### src/rtl/pool_scheduler.sv
// Round-robin scheduler sharing one maxpool engine among NUM_CH conv channels.
// Optional watchdog/ABORT path enabled by defining POOL_SCHED_TIMEOUT_EN.
module pool_scheduler #(
    parameter int unsigned NUM_CH         = 4,
    parameter int unsigned TIMEOUT_CYCLES = 1024
) (
    input  logic                      clk,
    input  logic                      reset_n,
    input  logic [NUM_CH-1:0]         req,
    output logic [NUM_CH-1:0]         ack,
    output logic [$clog2(NUM_CH)-1:0] sel_ch,
    output logic                      pool_rst,
    output logic                      pool_en,
    input  logic                      done_pool,
    output logic                      wr_en,
    output logic [$clog2(NUM_CH)-1:0] wr_ch,
    output logic                      busy,
    output logic [15:0]               job_count,
    output logic                      err
);

    localparam int unsigned CW = $clog2(NUM_CH);

    if (NUM_CH < 2 || NUM_CH > 16 || TIMEOUT_CYCLES < 1) begin : g_param_check
        $error("pool_scheduler: parameter out of range");
    end

`ifdef POOL_SCHED_TIMEOUT_EN
    localparam int unsigned TW = $clog2(TIMEOUT_CYCLES + 1);
    typedef enum logic [2:0] {StIdle, StClear, StStart, StWait, StWrite, StAbort} state_e;
`else
    typedef enum logic [2:0] {StIdle, StClear, StStart, StWait, StWrite} state_e;
`endif

    state_e            r_state;
    logic [CW-1:0]     r_sel_ch;
    logic [CW-1:0]     r_rr_ptr;
    logic [NUM_CH-1:0] r_ack;
    logic              r_pool_rst;
    logic              r_pool_en;
    logic              r_wr_en;
    logic              r_busy;
    logic [15:0]       r_job_count;
`ifdef POOL_SCHED_TIMEOUT_EN
    logic              r_err;
    logic [TW-1:0]     r_wd_cnt;
`endif

    logic [CW:0]       w_idx;
    logic [CW-1:0]     w_grant;
    logic [CW-1:0]     w_next_ptr;
    logic [NUM_CH-1:0] w_sel_onehot;

    // Scan downward from the lowest priority so the highest-priority requester wins last.
    always_comb begin
        w_grant = '0;
        w_idx   = '0;
        for (int k = NUM_CH - 1; k >= 0; k--) begin
            w_idx = {1'b0, r_rr_ptr} + (CW+1)'(k);
            if (w_idx >= (CW+1)'(NUM_CH)) begin
                w_idx = w_idx - (CW+1)'(NUM_CH);
            end
            if (req[w_idx[CW-1:0]]) begin
                w_grant = w_idx[CW-1:0];
            end
        end
    end

    always_comb begin
        w_next_ptr = (w_grant == CW'(NUM_CH - 1)) ? '0 : w_grant + CW'(1);
    end

    always_comb begin
        w_sel_onehot           = '0;
        w_sel_onehot[r_sel_ch] = 1'b1;
    end

    always_ff @(posedge clk or negedge reset_n) begin
        if (!reset_n) begin
            r_state     <= StIdle;
            r_sel_ch    <= '0;
            r_rr_ptr    <= '0;
            r_ack       <= '0;
            r_pool_rst  <= 1'b1;
            r_pool_en   <= 1'b0;
            r_wr_en     <= 1'b0;
            r_busy      <= 1'b0;
            r_job_count <= '0;
`ifdef POOL_SCHED_TIMEOUT_EN
            r_err       <= 1'b0;
            r_wd_cnt    <= '0;
`endif
        end else begin
            r_ack      <= '0;
            r_pool_rst <= 1'b0;
            r_pool_en  <= 1'b0;
            r_wr_en    <= 1'b0;
            case (r_state)
                StIdle: begin
                    if (|req) begin
                        r_sel_ch   <= w_grant;
                        r_rr_ptr   <= w_next_ptr;
                        r_pool_rst <= 1'b1;
                        r_busy     <= 1'b1;
                        r_state    <= StClear;
                    end
                end
                StClear: begin
                    r_pool_en <= 1'b1;
                    r_state   <= StStart;
                end
                StStart: begin
`ifdef POOL_SCHED_TIMEOUT_EN
                    r_wd_cnt <= '0;
`endif
                    r_state  <= StWait;
                end
                StWait: begin
                    // done_pool is only trusted here; earlier it may be left over from the last job.
                    if (done_pool) begin
                        r_wr_en <= 1'b1;
                        r_ack   <= w_sel_onehot;
                        if (r_job_count != 16'hFFFF) begin
                            r_job_count <= r_job_count + 16'd1;
                        end
                        r_state <= StWrite;
                    end
`ifdef POOL_SCHED_TIMEOUT_EN
                    else if (r_wd_cnt == TW'(TIMEOUT_CYCLES - 1)) begin
                        r_ack   <= w_sel_onehot;
                        r_err   <= 1'b1;
                        r_state <= StAbort;
                    end else begin
                        r_wd_cnt <= r_wd_cnt + TW'(1);
                    end
`endif
                end
                StWrite: begin
                    r_busy  <= 1'b0;
                    r_state <= StIdle;
                end
`ifdef POOL_SCHED_TIMEOUT_EN
                StAbort: begin
                    r_busy  <= 1'b0;
                    r_state <= StIdle;
                end
`endif
                default: begin
                    r_busy  <= 1'b0;
                    r_state <= StIdle;
                end
            endcase
        end
    end

    assign ack       = r_ack;
    assign sel_ch    = r_sel_ch;
    assign wr_ch     = r_sel_ch;
    assign pool_rst  = r_pool_rst;
    assign pool_en   = r_pool_en;
    assign wr_en     = r_wr_en;
    assign busy      = r_busy;
    assign job_count = r_job_count;
`ifdef POOL_SCHED_TIMEOUT_EN
    assign err       = r_err;
`else
    assign err       = 1'b0;
`endif

endmodule

### config.mk
export PLATFORM = sky130hd
export DESIGN_NAME = pool_scheduler
export DESIGN_NICKNAME = d
export VERILOG_FILES = /design/src/rtl/pool_scheduler.sv
export SDC_FILE = /design/constraint.sdc
export NUM_CORES = 1
export LEC_CHECK = 0
export ABC_AREA = 1
export ABC_CLOCK_PERIOD_IN_PS = 1710
export CORE_AREA = 2 2 73 58
export CTS_BUF_LIST = sky130_fd_sc_hd__clkbuf_8
export CTS_CLUSTER_DIAMETER = 60
export DETAILED_ROUTE_END_ITERATION = 16
export DIE_AREA = 0 0 75 60
export PLACE_DENSITY = 0.87
export SYNTH_ARGS = -nofsm -noshare
export SYNTH_HDL_FRONTEND = slang
export SYNTH_SLANG_ARGS = --single-unit
export TNS_END_PERCENT = 50
### constraint.sdc
create_clock -name clk -period 1.71 [get_ports clk]
set_input_delay 0.2565 -clock clk [delete_from_list [all_inputs] [get_ports clk]]
set_output_delay 0.2565 -clock clk [all_outputs]
set_load 0.02 [all_outputs]
# Yosys cells after proc, flatten, opt, wreduce, memory -nomap -nowiden
# Cells that the tools add are included.
[classes] add_sub_neg=9 order_cmp=10 n_eq_ne=7 muxes=31 n_bitwise=1 n_reduce_logical=8
[op_table] cell="$mux W2" count=9
[op_table] cell="$add A16 B1 Y16 const B" count=1
[op_table] cell="$ne A16 B16 Y1 const B" count=1
[op_table] cell="$lt A2 B3 Y1 const B" count=5
[op_table] cell="$pmux W3 S4" count=1
[op_table] cell="$mux W1" count=11
[op_table] cell="$ge A3 B3 Y1 const B" count=3
[op_table] cell="$bmux W1 S2" count=4
[op_table] cell="$mux W4" count=2
[op_table] cell="$sub A2 B1 Y2 const B" count=4
[op_table] cell="$add A2 B2 Y3 const B" count=2
[op_table] cell="$eq A3 B2 Y1 const B" count=2
[op_table] cell="$mux W3" count=2
[op_table] cell="$reduce_and A2 Y1" count=3
[op_table] cell="$ne A2 B2 Y1 const B" count=2
[op_table] cell="$reduce_or A4 Y1" count=1
[op_table] cell="$add A2 B1 Y3 const B" count=1
[op_table] cell="$eq A3 B1 Y1 const B" count=1
[op_table] cell="$ge A2 B3 Y1 const B" count=1
[op_table] cell="$logic_not A3 Y1" count=1
[op_table] cell="$reduce_and A3 Y1" count=1
[op_table] cell="$reduce_or A3 Y1" count=1
[op_table] cell="$add A2 B1 Y2 const B" count=1
[op_table] cell="$demux W1 S2" count=1
[op_table] cell="5 further kinds" count=5
[word_totals] ff_bits=31 input_bits=7 out_inout_bits=29 word_cells=75

# Longest topological paths before layout
[depth] depth_word=11 ltp_mapped=11

# Least setup slack after synthesis
# No wires, ideal clock.
[synth_timing] path_kind="register to register" start="register r_job_count[0], in the netlist job_count[0]" end="register r_job_count[3], in the netlist job_count[3]" arrival_time_ns=1.620 setup_slack_ns=-0.027 stages_incl_launch_ff=10 path_cell_list="dfrtp_1 -> ha_1 -> nand3_2 -> nor3_4 -> nand2_2 -> nor2_4 -> a21oi_4 -> buf_6 -> nand2_1 -> nand2_1"
[synth_between] elab_chain_len=2 word_cells_on_any_way=3
[synth_rtl] element="start: declaration" line="43" rtl="logic [15:0] r_job_count;"
[synth_rtl] element="start signal: assignment" line="124" rtl="r_job_count <= r_job_count + 16'd1;"
[synth_rtl] element="branches (longest 2 deep; another with $add A16 B1 Y16)"
# Parallel ways; which one is timed is not known.
# A chain may end at the register's enable or synchronous reset.

# Worst setup path in the final report
[layout_timing] start="register r_sel_ch[0], in the netlist sel_ch[0]" end="output port sel_ch[0]"
[layout_rtl] element="start: declaration" line="36" rtl="logic [CW-1:0] r_sel_ch;"
[layout_rtl] element="start signal: assignment" line="101" rtl="r_sel_ch <= w_grant;"
[layout_rtl] element="end: declaration" line="11" rtl="output logic [$clog2(NUM_CH)-1:0] sel_ch,"
# No word-level cell between the ends.

==> parameters.txt <==
Parameter                              Value

Critical path
  Worst endpoint data arrival time ... 1.40 ns
  Ordered cell list for the critical path ... clkdlybuf4s50_1
  Kind of cell adding the most delay to the critical path ... buffers and inverters
  Worst path slowest cell ... clkdlybuf4s50_1
  CP required ... roughly 1.5 ns
  CP Max Fanout ... 6
  Worst Path Class, Setup ... flop to output pin
  Number of buffer and inverter stages on the critical path ... 1
  Startpoint type of the worst setup path ... flop
  Largest stage delay on the critical path ... about 0.66 ns
  Element type at the critical path end ... output pin

Route
  Avg Vias per Cell ... 4.698
  Total iterations of the first detailed-routing run ... 4
  Antenna Nets Post-Route ... 0
  DRC violation total after the first TritonRoute iteration ... about 120
  Routed wire per std cell ... approximately 11 um
  Overall via count from detail_route ... between 1000 and 1500
  DRC ... 0
  Total routed wirelength ... 3451 um

Synthesis
  Fraction of synthesized cell area taken by the top area cell type ... about 43%
  Warnings from Yosys ... 0
  Main area contributors after synthesis ... dfrtp_1 43%, nand2_1 13%, inv_1 5.6%
  Mean post-synth cell area ... just over 8 um2
  Count of cell types in the netlist ... 34
  Primary FF master, synth ... dfrtp_1
  Total standard cell area after synthesis ... roughly 1700 um2
  Number of enable flip-flop cells after synthesis ... 0
  Mapped Cells ... 211
  Net Count, Synth ... 219
  Share of synthesized flip-flops with an asynchronous set or reset ... 100.0%
  Cell taking the most area after synthesis ... dfrtp_1
  Register area share after synthesis ... between 40% and 50%
  #FFs+latches synth ... 31

Hold path
  Type of the worst min-delay path ... primary input to asynchronous set/reset pin

Clocking
  Clock slew at reported path FFs ... about 0.060 ns
  Hold-fix buffers, CTS ... 0
  Count of instances resized after the clock tree is built ... 0
  Root cell of the clock tree ... clkbuf_8
  Number of clock buffers inserted by TritonCTS ... 5
  Insertion delay to the later sink of the worst-skew pair ... around 0.28 ns
  Total setup buffers inserted after CTS ... 0
  Clock tree from TritonCTS ... built
  Number of sinks driven by the clock tree ... 31
  Maximum root-to-sink buffer count ... 2
  H-tree depth ... 2

Final layout
  Fill cell instance count of the final layout ... 334
  Synth-to-Final Area Change ... 29.68%
  Final core occ ... approximately three fifths
  Multi-input gate area in the final layout ... between 700 and 800 um2
  Share of cells above drive strength 1 ... approximately 14%
  Number of cells in the finished layout apart from fillers ... between 300 and 400
  Seq. cell area ... about 800 um2
  Number of antenna diodes ... 0
  Layout net count ... roughly 260
  Final design area excluding fillers ... ~2300 um2

STA
  Post-route minimum period ... around 1.7 ns
  Worst hold margin ... between 0.3 and 0.4 ns
  Final setup TNS ... 0 ns
  Unrepaired setup endpoints after global routing ... no
  Fraction of the cycle the final worst path needs ... a little over nine tenths
  Endpoints failing setup ... 0
  Upper clock frequency limit ... just over 600 MHz
  Final WS setup ... ~0.055 ns
  Post-Route Skew ... 0.002116 ns
  Final hold violations ... 0
  Slew Viols, Final ... 0

Global route
  Total routing usage reported by global routing ... around 18%
  Total global routing overflow ... 0
  Maximum number of pins on one net before global-route repair ... 32
  Via count of the first global-routing pass ... 1300
  Global-route wire length before repair ... about 5800 um
  Number of antenna violations at the first check in global routing ... 0

Floorplanning
  Ports placed on the boundary ... 36
  Area of the die ... 4500 um2
  Die extent in x ... 75 um
  Total number of placement rows ... 20
  Starting density of the core ... between 40% and 50%
  Total core area ... between 3000 and 4000 um2
  Vertical die dimension ... approximately 60 um

Power and ir drop
  Leakage power summed over all cells ... between 1 and 1.5 nW
  Worst vdd ir ... 0.0006778 V
  Cell area power density ... ~1600 nW/um2
  Total power draw ... ~3.6 mW

Placement
  Half-perimeter wire length after detailed placement ... around 2600 um
  Total cell area at the placement stage ... 2168 um2
  Total instance count after detailed placement ... 303
  Count of input and output buffers ... 34
  DP Worst Slack ... 0.04815 ns
  Final weighted congestion in routability-driven placement ... roughly 0.95

Status
  Result of the run ... finished, final reports clean

Flow run
  Number of max-capacitance violations reported ... 0
## worst paths after layout
path,start,endpoint,slack (ns),cells past startpoint
worst max-delay path,sel_ch[0],sel_ch[0],0.06,1
worst min-delay path,reset_n,job_count[13],0.37,2
worst min register to register,r_state[1],pool_en,0.48,1
min in group clk,r_state[1],pool_en,0.48,1
max in group asynchronous,reset_n,pool_rst,1.02,2
worst max register to register,job_count[0],job_count[5],0.13,9
## power by group
| group | internal [mW] | total (mW) | switching [mW] |
|---|---|---|---|
| Clock | 0.273 | 0.523 | 0.250 |
| Combinational | 0.799 | 1.84 | 1.04 |
| Sequential | 0.977 | 1.19 | 0.208 |
| Total | 2.05 | 3.55 | 1.50 |
## state kept, by name (all words and copies together), names as in the netlist
register,cells
pool_rst,1
job_count,16
sel_ch,2
ack,4
busy,1
r_state,3
pool_en,1
wr_en,1
r_rr_ptr,2
## area by class of cell
class | count | area share (%)
inverter | 28 | 4.889
tap | 55 | 3.056
clock inverter | 3 | 0.5556
sequential | 31 | 34.56
clock buffer | 5 | 3.056
timing repair buffer | 43 | 18.78
multi-input combinational | 146 | 35.11
## routing by layer
metal	track usage [%]	share of wire [%]
met5	0	0
met4	6.888	1.7
met3	4.553	5.0
met2	24.19	44
met1	26.24	50
## cells in the final DEF, fill, tap and decap left out, types with 5 or more instances in the layout
| cell type | n |
|---|---|
| dfrtp_1 | 29 |
| xor2_1 | 10 |
| nor3_1 | 10 |
| clkdlybuf4s50_1 | 33 |
| inv_1 | 28 |
| nor2_1 | 13 |
| nand2_1 | 58 |
| buf_4 | 8 |
| clkbuf_8 | 5 |
| o21ai_2 | 5 |
| nand2_2 | 5 |
| nand3_1 | 12 |
## cell usage after synthesis (3+ instances only)
cell type and count:
nand2_1 58, dfrtp_1 30, inv_1 26, nor2_1 13, nand3_1 12, nor3_1 10, xor2_1 10, nand2_2 5
o21ai_2 5, o21ai_0 4, xnor2_1 4, a21oi_1 3, buf_4 3, nand4_1 3, o21ai_1 3
## logic make-up (layout without fill, tap and decap cells)
kind of cell / after synthesis / in the layout / synth area share [%]
AOI/OAI and AO/OA: 23 / 23 / 9.294
other: 1 / 1 / 0.2159
adders and majority gates: 1 / 1 / 0.7203
and+or+nand+nor: 107 / 107 / 28.24
xor gates and xnor gates: 14 / 14 / 7.060
buffers and inverters: 34 / 79 / 9.726
DFF: 31 / 31 / 44.74
Power figures use the tool's default switching activity.
